[src/rtl/riscv_ctrl_pkg.sv]
// riscv_ctrl_pkg: shared opcodes, ALU codes, FSM states and mux encodings for the multicycle controller.
package riscv_ctrl_pkg;

    localparam logic [6:0] OP_LW  = 7'b0000011;
    localparam logic [6:0] OP_SW  = 7'b0100011;
    localparam logic [6:0] OP_R   = 7'b0110011;
    localparam logic [6:0] OP_I   = 7'b0010011;
    localparam logic [6:0] OP_BEQ = 7'b1100011;
    localparam logic [6:0] OP_JAL = 7'b1101111;

    localparam logic [2:0] ALU_ADD = 3'b000;
    localparam logic [2:0] ALU_SUB = 3'b001;
    localparam logic [2:0] ALU_AND = 3'b010;
    localparam logic [2:0] ALU_OR  = 3'b011;
    localparam logic [2:0] ALU_XOR = 3'b100;
    localparam logic [2:0] ALU_SLT = 3'b101;
    localparam logic [2:0] ALU_SLL = 3'b110;
    localparam logic [2:0] ALU_SRL = 3'b111;

    typedef enum logic [1:0] {ALUOP_ADD, ALUOP_SUB, ALUOP_FUNCT} aluop_t;

    typedef enum logic [3:0] {
        FETCH, DECODE, MEMADR, MEMREAD, MEMWB, MEMWRITE,
        EXECUTER, EXECUTEI, ALUWB, BEQ, JAL, ERROR
    } state_t;

    localparam logic [1:0] RES_ALUOUT    = 2'b00;
    localparam logic [1:0] RES_DATA      = 2'b01;
    localparam logic [1:0] RES_ALURESULT = 2'b10;
    localparam logic [1:0] SRCA_PC       = 2'b00;
    localparam logic [1:0] SRCA_OLDPC    = 2'b01;
    localparam logic [1:0] SRCA_RS1      = 2'b10;
    localparam logic [1:0] SRCB_RS2      = 2'b00;
    localparam logic [1:0] SRCB_IMM      = 2'b01;
    localparam logic [1:0] SRCB_FOUR     = 2'b10;
    localparam logic [1:0] IMM_I         = 2'b00;
    localparam logic [1:0] IMM_S         = 2'b01;
    localparam logic [1:0] IMM_B         = 2'b10;
    localparam logic [1:0] IMM_J         = 2'b11;

    function automatic logic [1:0] imm_src(input logic [6:0] op);
        return op == OP_SW ? IMM_S : op == OP_BEQ ? IMM_B : op == OP_JAL ? IMM_J : IMM_I;
    endfunction

endpackage

[src/rtl/riscv_alu_decoder.sv]
// riscv_alu_decoder: maps ALUOp/funct3/funct7b5/op5 to the 3-bit ALUControl code and flags unsupported functs.
module riscv_alu_decoder
    import riscv_ctrl_pkg::*;
(
    input  logic [1:0] alu_op,
    input  logic [2:0] funct3,
    input  logic       funct7b5,
    input  logic       op5,
    output logic [2:0] alu_control,
    output logic       illegal_funct
);

    logic [2:0] funct_ctl;

    always_comb begin
        funct_ctl = ALU_ADD;
        case (funct3)
            3'b000:  funct_ctl = (op5 && funct7b5) ? ALU_SUB : ALU_ADD;
            3'b001:  funct_ctl = ALU_SLL;
            3'b011:  funct_ctl = ALU_SLT;
            3'b100:  funct_ctl = ALU_XOR;
            3'b101:  funct_ctl = ALU_SRL;
            3'b110:  funct_ctl = ALU_OR;
            3'b111:  funct_ctl = ALU_AND;
            default: funct_ctl = ALU_ADD;
        endcase
    end

    assign alu_control = alu_op == ALUOP_ADD ? ALU_ADD : alu_op == ALUOP_SUB ? ALU_SUB : funct_ctl;

    assign illegal_funct = alu_op == ALUOP_FUNCT &&
        (funct3 == 3'b010 || (funct3 == 3'b101 && funct7b5) ||
         (op5 && funct7b5 && funct3 != 3'b000 && funct3 != 3'b101));

endmodule

[src/rtl/riscv_mc_controller.sv]
// riscv_mc_controller: multicycle RISC-V control FSM driving datapath selects, strobes and ALUControl.
// Define RISCV_CTRL_BNE_EN to also accept bne (branch funct3 001, taken when Zero=0).
module riscv_mc_controller
    import riscv_ctrl_pkg::*;
#(
    parameter state_t RESET_STATE = FETCH
) (
    input  logic       clk,
    input  logic       rst_n,
    input  logic [6:0] op,
    input  logic [2:0] funct3,
    input  logic       funct7b5,
    input  logic       Zero,
    output logic       PCWrite,
    output logic       AdrSrc,
    output logic       MemWrite,
    output logic       IRWrite,
    output logic       RegWrite,
    output logic [1:0] ResultSrc,
    output logic [1:0] ALUSrcA,
    output logic [1:0] ALUSrcB,
    output logic [1:0] ImmSrc,
    output logic [2:0] ALUControl,
    output logic       illegal
);

    state_t state, next;
    aluop_t alu_op;
    logic   pc_update, branch, ir_write, reg_write, mem_write;
    logic   illegal_funct, bad_branch, take;

`ifdef RISCV_CTRL_BNE_EN
    assign bad_branch = funct3[2:1] != 2'b00;
    assign take       = branch & (Zero ^ funct3[0]);
`else
    assign bad_branch = funct3 != 3'b000;
    assign take       = branch & Zero;
`endif

    always_ff @(posedge clk or negedge rst_n)
        if (!rst_n) state <= RESET_STATE;
        else        state <= next;

    always_comb begin
        next = FETCH;
        case (state)
            FETCH:    next = DECODE;
            DECODE:   next = (op == OP_LW || op == OP_SW) ? MEMADR :
                             op == OP_R                   ? EXECUTER :
                             op == OP_I                   ? EXECUTEI :
                             (op == OP_BEQ && !bad_branch) ? BEQ :
                             op == OP_JAL                 ? JAL : ERROR;
            MEMADR:   next = op == OP_LW ? MEMREAD : MEMWRITE;
            MEMREAD:  next = MEMWB;
            EXECUTER,
            EXECUTEI: next = illegal_funct ? ERROR : ALUWB;
            JAL:      next = ALUWB;
            ERROR:    next = ERROR;
            default:  next = FETCH;
        endcase
    end

    always_comb begin
        pc_update = 1'b0;
        branch    = 1'b0;
        ir_write  = 1'b0;
        reg_write = 1'b0;
        mem_write = 1'b0;
        AdrSrc    = 1'b0;
        ResultSrc = RES_ALUOUT;
        ALUSrcA   = SRCA_PC;
        ALUSrcB   = SRCB_RS2;
        alu_op    = ALUOP_ADD;
        case (state)
            FETCH:    begin ir_write = 1'b1; ALUSrcB = SRCB_FOUR; ResultSrc = RES_ALURESULT; pc_update = 1'b1; end
            DECODE:   begin ALUSrcA = SRCA_OLDPC; ALUSrcB = SRCB_IMM; end
            MEMADR:   begin ALUSrcA = SRCA_RS1; ALUSrcB = SRCB_IMM; end
            MEMREAD:  AdrSrc = 1'b1;
            MEMWB:    begin ResultSrc = RES_DATA; reg_write = 1'b1; end
            MEMWRITE: begin AdrSrc = 1'b1; mem_write = 1'b1; end
            EXECUTER: begin ALUSrcA = SRCA_RS1; alu_op = ALUOP_FUNCT; end
            EXECUTEI: begin ALUSrcA = SRCA_RS1; ALUSrcB = SRCB_IMM; alu_op = ALUOP_FUNCT; end
            ALUWB:    reg_write = 1'b1;
            BEQ:      begin ALUSrcA = SRCA_RS1; alu_op = ALUOP_SUB; branch = 1'b1; end
            JAL:      begin ALUSrcA = SRCA_OLDPC; ALUSrcB = SRCB_FOUR; pc_update = 1'b1; end
            default:  ;
        endcase
    end

    riscv_alu_decoder u_dec (
        .alu_op       (alu_op),
        .funct3       (funct3),
        .funct7b5     (funct7b5),
        .op5          (op[5]),
        .alu_control  (ALUControl),
        .illegal_funct(illegal_funct)
    );

    // strobes drop the instant reset asserts, before the state register is observed
    assign PCWrite  = rst_n & (pc_update | take);
    assign IRWrite  = rst_n & ir_write;
    assign RegWrite = rst_n & reg_write;
    assign MemWrite = rst_n & mem_write;
    assign ImmSrc   = imm_src(op);
    assign illegal  = state == ERROR;

endmodule

[config.mk]
export PLATFORM = sky130hd
export DESIGN_NAME = riscv_mc_controller
export DESIGN_NICKNAME = d
export VERILOG_FILES = /design/src/rtl/riscv_ctrl_pkg.sv /design/src/rtl/riscv_alu_decoder.sv /design/src/rtl/riscv_mc_controller.sv
export SDC_FILE = /design/constraint.sdc
export NUM_CORES = 1
export LEC_CHECK = 0
export BUFFER_PORTS_ARGS = -buffer_cell sky130_fd_sc_hd__buf_2
export CAP_MARGIN = 20
export CORE_MARGIN = 4
export CORE_UTILIZATION = 45
export CTS_CLUSTER_DIAMETER = 40
export DETAILED_ROUTE_END_ITERATION = 12
export PLACE_DENSITY_LB_ADDON = 0.15
export SYNTH_ARGS = -nofsm -noshare
export SYNTH_HDL_FRONTEND = slang
export SYNTH_SLANG_ARGS = --single-unit
export TNS_END_PERCENT = 50
[constraint.sdc]
create_clock -name clk -period 1.9 [get_ports clk]
set_clock_uncertainty 0.2 [all_clocks]
set_input_delay 0.285 -clock clk [delete_from_list [all_inputs] [get_ports clk]]
set_output_delay 0.285 -clock clk [all_outputs]
set_load 0.02 [all_outputs]
==> metrics.yaml, run 1 <==
drv_cap: 0
yosys_warnings: 0
cp_cell_sequence: "buf_6 -> buf_4 -> nand2_1 -> a211oi_1 -> buf_2"
vias: 842
p_comb_share_pct: 81.7
rows: 13
h-tree-depth: 1
crit_arrival_ns: 1.52
async_reset_ff_share_pct: 100.0
place_area_sq_um: 829.5
cp.required_ns: 1.41
critPathLaunchType: "flip-flop"
finalNetCount: 144
drc: 0
slew_headroom_pct: 77.29
io_pins: 31
synth_xor_area_share_pct: 5.426
syn_inst: 83
power_density_nw_per_um2: 1562
final_common_cell: "buf_2"
syn-cell-area_sq_um: 645.6
dr.pass1.iters: 4
slowest_stage: "dfrtp_1"
diodes: 0
peakVddDrop_mv: 0.9896
cp_max_fo: 5
fin_ws_ns: -0.1085
reg_top3: "state (4)"
regMostFlops: "state"
track_usage_pct: 21.15
top_layer: "met4"
outcome: "complete, but fails checks"
p_leak_nw: 0.5112
synth-seq-cells: 4
cts_tree: "built"
seq_power_share_pct: 11.4
root_buffer: "clkbuf_4"
violations: "negative setup slack"
initial_core_util_pct: 48.41
crit_path_max_incr_delay_ns: 0.40
clock_sinks: 4
report.power.total_mw: 1.643
io_buffer_count: 30
synth_seq_area_share_pct: 15.50
routabilityCongestion: 0.8250
cts_buffers: 3
die_x_um: 45.88
fin_area_sq_um: 1052
hold_ws_ns: 0.2300
p_sw_share_pct: 49.53
area_growth_pct: 62.98
hpwlAfterDp_um: 1348
viasPerCell: 5.888
slew_violations: 0
drt_iter0_drc: 20
synth-compound-area-share_pct: 24.42
insertion_delay_ns: 0.25
final_util_pct: 78.89
dr_wl_met3_um: 83
hold_viol: 0
largest_register_ffs: 4
period_needed_ns: 2.009
dieArea_sq_um: 2105
clkPwrFrac_pct: 6.8
setup_violations: 5
clk_path_buf_depth: 2
wl_um: 2470
synth_top_family_by_area: "simple AND/OR/NAND/NOR gates"
hold_path_class: "input port to flip-flop"
muxShareOfSynthArea_pct: 1.550
internal_power_mw: 0.8295
clkTransAtPathRegs_ns: 0.04
final_antenna_net_count: 0
yosys.area_share.simple_pct: 44.57
grt-ovfl-total: 0
syn_avg_cell_area_sq_um: 7.779
critPathKind: "flip-flop to output pin"
rsz0062_at_grt: "yes"
switchingPower_mw: 0.8139
cp-end-kind: "output pin"
fmax_mhz: 497.9
finalCritPeriodShare_pct: 105.7
synth_nets: 97
ys.flop_type: "dfrtp_1"
worstMarginPinSlew_ns: 0.3386
yosys.area_share.adder_pct: 0
ys_types: 42
antenna_found_initial: 0
synth_edf_count: 0
grt_max_degree: 9
core_sq_um: 1334
wl_met2_um: 1300
met1_length_um: 982
grt_pass1_wl_um: 3312
grt_pass1_vias: 768
drive_gt1_share_pct: 57.03
routedWlPerCell_um: 17.27
die_h_um: 45.88
final_cell_mix: "buf_2 (23), buf_4 (16), buf_6 (9), nor2_1 (8), a211oi_1 (4)"
==> stage by stage <==
step / setup TNS [ns] / setup WS, ns / cells
2_1_floorplan: 0 / 0.02753 / 83
5_1_grt: -0.5539 / -0.1256 / 143
3_5_place_dp: 0 / 0.1186 / 128
4_1_cts: -0.02964 / -0.02315 / 140
6_report: -0.2460 / -0.1085 / 143
3_3_place_gp: 0 / 0.1291 / 128
==> final timing paths <==
| path | startpoint | to | slack (ns) | cells past startpoint |
|---|---|---|---|---|
| worst min register to register | state[2] | state[2] | 0.43 | 2 |
| min in group asynchronous | rst_n | state[0] | 0.26 | 2 |
| worst max register to register | state[1] | state[1] | 0.24 | 6 |
| max in group asynchronous | rst_n | state[2] | 1.05 | 2 |
| worst max-delay path | state[1] | ALUSrcB[0] | -0.11 | 5 |
| worst min-delay path | op[0] | state[1] | 0.23 | 3 |
==> metal layers <==
| metal | global-route usage, % | vias up |
|---|---|---|
| met5 | 0 | - |
| met4 | 6.818 | 0 |
| met3 | 2.372 | 8 |
| met2 | 35.99 | 27 |
| met1 | 27.29 | 405 |
| li1 | - | 402 |
==> power groups by stage <==
stage	Sequential [mW]	Combinational, mW	Clock (mW)
finish	0.188	1.34	0.112
global route	0.192	1.42	0.121
CTS	0.174	1.14	0.116
detailed placement	0.176	0.959	0
global placement	0.174	0.947	0
floorplan	0.173	0.661	0
==> Yosys cell counts, types with 2 or more instances <==
cell      number  area, sq um
nor2_1         9        33.78
nor3_1         6        30.03
a21oi_1        5        25.02
a211oi_1       4        30.03
buf_2          4        20.02
dfrtp_1        4        100.1
inv_1          3        11.26
nand2_1        3        11.26
o21ai_0        3        15.01
xnor2_1        3        26.28
and2b_1        2        15.01
and3_1         2        12.51
nand2b_1       2        12.51
nand3_1        2        10.01
nand3b_1       2        15.01
nand4_1        2        12.51
nor4_1         2        12.51
==> critical path: cells and delay by family, from the launching register on <==
kind / cells / cell delay (ns)
buf+inv: 3 / 0.50
compound gates: 1 / 0.30
flops: 1 / 0.40
simple gates: 1 / 0.09
==> cell families (layout without fill, tap and decap cells) <==
logic type | count (synthesis) | count (layout)
AO/OA/AOI/OAI | 22 | 22
XOR/XNOR | 4 | 4
buffers and inverters | 10 | 55
flip-flops | 4 | 4
multiplexers | 1 | 1
AND/OR/NAND/NOR | 42 | 42
==> repair_timing <==
item,4_1_cts,5_1_grt
endpoints found under the hold margin,4,0
setup endpoints to repair,6,12
pin swaps,1,5
buffers inserted,8,3
resized for setup,8,24
hold buffers,1,0
==> cell type report <==
class	instances	area (sq um)
clock buffers	3	22.52
flip-flops and latches	4	102.6
fillers	99	281.5
inverters	3	11.26
multi-input cells	69	550.5
well taps	15	18.77
repair buffers	49	346.6
No activity file was read; power rests on OpenSTA's default activity.
==> inputs of run 2 (changes only) <==
--- a/config.mk
+++ b/config.mk
@@ -12,6 +12,7 @@
 export CTS_CLUSTER_DIAMETER = 40
 export DETAILED_ROUTE_END_ITERATION = 12
 export PLACE_DENSITY_LB_ADDON = 0.15
+export SETUP_SLACK_MARGIN = 0.02
 export SYNTH_ARGS = -nofsm -noshare
 export SYNTH_HDL_FRONTEND = slang
 export SYNTH_SLANG_ARGS = --single-unit
==> run 2 against run 1 <==
  * The run still ends with negative setup slack left
  * Fmax is 1.7% higher
  * Sequential power hardly changed
  * Setup slack better by 0.033 ns
  * Sequential cell count stayed put
  * Global-route usage stayed put
  * Non-clock buffer count is 1 higher
  * Via count is 0.36% lower
  * First-iteration DRC count is 25% lower
  * Power is 0.57% higher
  * Clock power hardly changed
  * Clock-buffer cell count stayed put
  * Wire length is 3.0% lower
  * Critical endpoint is now PCWrite
  * Highest routed layer unchanged
==> metrics.yaml, run 2 (same netlist as run 1, synthesis figures left out) <==
grt-ovfl-total: 0  # unchanged
routabilityCongestion: 0.8250  # unchanged
cp.required_ns: 1.41  # about the same
hpwlAfterDp_um: 1348  # unchanged
h-tree-depth: 1  # unchanged
p_leak_nw: 0.5133  # +0.41%
peakVddDrop_mv: 1.042  # +5.3%
final_antenna_net_count: 0  # unchanged
grt_max_degree: 9  # unchanged
critPathKind: "flip-flop to output pin"
hold_ws_ns: 0.2256  # -0.004375 ns
viasPerCell: 5.826  # -1.0%
r2r_slack_ns: 0.23  # about the same
slowest_stage: "dfrtp_1"
crit_path_max_incr_delay_ns: 0.40  # about the same
finalNetCount: 145  # +0.69%
diodes: 0  # unchanged
slew_violations: 0  # unchanged
final_common_cell: "buf_2"
antenna_found_initial: 0  # unchanged
outcome: "complete, but fails checks"
drv_cap: 0  # unchanged
cp-end-kind: "output pin"
cts_tree: "built"
root_buffer: "clkbuf_4"
regMostFlops: "state"
wl_um: 2396  # -3.0%
io_pins: 31  # unchanged
drt_iter0_drc: 15  # -25%
drc: 0  # unchanged
rows: 13  # unchanged
track_usage_pct: 21.15  # unchanged
fin_area_sq_um: 1062  # +0.95%
cp_num_buf_inv: 1  # -2
rsz0062_at_grt: "yes"
fin_cells: 144  # +0.70%
die_h_um: 45.88  # unchanged
initial_core_util_pct: 48.41  # unchanged
fin_ws_ns: -0.07545  # +0.03308 ns
worstMarginPinSlew_ns: 0.2863  # -0.05233 ns
cp_cell_sequence: "and2b_2 -> a21oi_2 -> a2111oi_2 -> buf_2"
crit_family: "flip-flops"
critPathLaunchType: "flip-flop"
cp_max_fo: 4  # -1
largest_register_ffs: 4  # unchanged
grt_pass1_wl_um: 3312  # unchanged
vias: 839  # -0.36%
fmax_mhz: 506.2  # +1.7%
finalCritPeriodShare_pct: 104.0  # -1.7 points
slew_headroom_pct: 80.77  # +3.5 points
grt_pass1_vias: 768  # unchanged
io_buffer_count: 30  # unchanged
crit_arrival_ns: 1.49  # -0.03 ns
violations: "negative setup slack"
dieArea_sq_um: 2105  # unchanged
hold_path_class: "input port to flip-flop"
core_sq_um: 1334  # unchanged
clkTransAtPathRegs_ns: 0.04  # about the same
die_x_um: 45.88  # unchanged
routedWlPerCell_um: 16.64  # -3.7%
area_growth_pct: 64.54
clk_path_buf_depth: 2  # unchanged
reg_top3: "state (4)"
setup_violations: 6  # +1
final_cell_mix: "buf_2 (23), buf_4 (16), buf_6 (10), nor2_1 (8), a211oi_1 (4)"
place_ws_ns: 0.1186  # unchanged
drive_gt1_share_pct: 56.59  # -0.44 points
nFillCells: 90  # -9.1%
placed_cells: 128  # unchanged
report.power.total_mw: 1.653  # +0.57%
place_area_sq_um: 829.5  # unchanged
power_density_nw_per_um2: 1556  # -0.38%
cts_buffers: 3  # unchanged
hold_viol: 0  # unchanged
insertion_delay_ns: 0.25  # about the same
dr.pass1.iters: 4  # unchanged
period_needed_ns: 1.975  # -0.03308 ns
clock_sinks: 4  # unchanged
## run 2: cell types whose count changed in the layout (fill, tap and decap cells not counted)
cell	delta
and2b_2	-1
and2b_1	+1
buf_6	+1
## run 2: layout make-up
cell class	count	area, sq um	share of cell area [%]
Sequential cell	4	102.6	9.658
Timing Repair Buffer	50	357.8	33.69
Inverter	3	11.26	1.060
Multi-Input combinational cell	69	549.3	51.71
Clock buffer	3	22.52	2.120
Tap cell	15	18.77	1.767
## run 2: timing repair
item / CTS / global route
gates resized for setup: 9 / 23
endpoints found under the setup margin: 7 / 14
pin swaps: 2 / 4
hold buffers: 1 / 0
buffers inserted: 8 / 4
endpoints found under the hold margin: 4 / 0
## run 2: metal layers
layer | vias up | global-route usage [%] | part of all wire, %
li1 | 408 | - | -
met1 | 403 | 27.29 | 41
met2 | 22 | 35.99 | 53
met3 | 6 | 2.372 | 3.2
met4 | 0 | 6.818 | 2.5
met5 | - | 0 | 0
## run 2: power by group
part / switching, mW / leakage [nW] / internal, mW
Clock: 0.0419 / 0.0138 / 0.0711
Sequential: 0.0620 / 0.0476 / 0.129
Combinational: 0.716 / 0.452 / 0.633
## run 2: final timing paths
check	start	to	cells past startpoint
worst max-delay path	state[1]	PCWrite	4
worst max register to register	state[1]	state[1]	6
worst min-delay path	op[0]	state[1]	3
min in group asynchronous	rst_n	state[0]	2
max in group asynchronous	rst_n	state[2]	2
worst min register to register	state[3]	state[2]	2
## run 2: through the flow
step / util [%] / TNS, ns
finish: 79.64 / -0.2017
global route: 79.64 / -0.4520
CTS: 72.05 / -0.02964
detailed placement: 62.20 / 0
global placement: 62.20 / 0
floorplan: - / 0
## run 2: tightest hold or removal path: stages
cell,delay [ns]
buf_2,0.12
nand4_1,0.09
o211ai_1,0.11
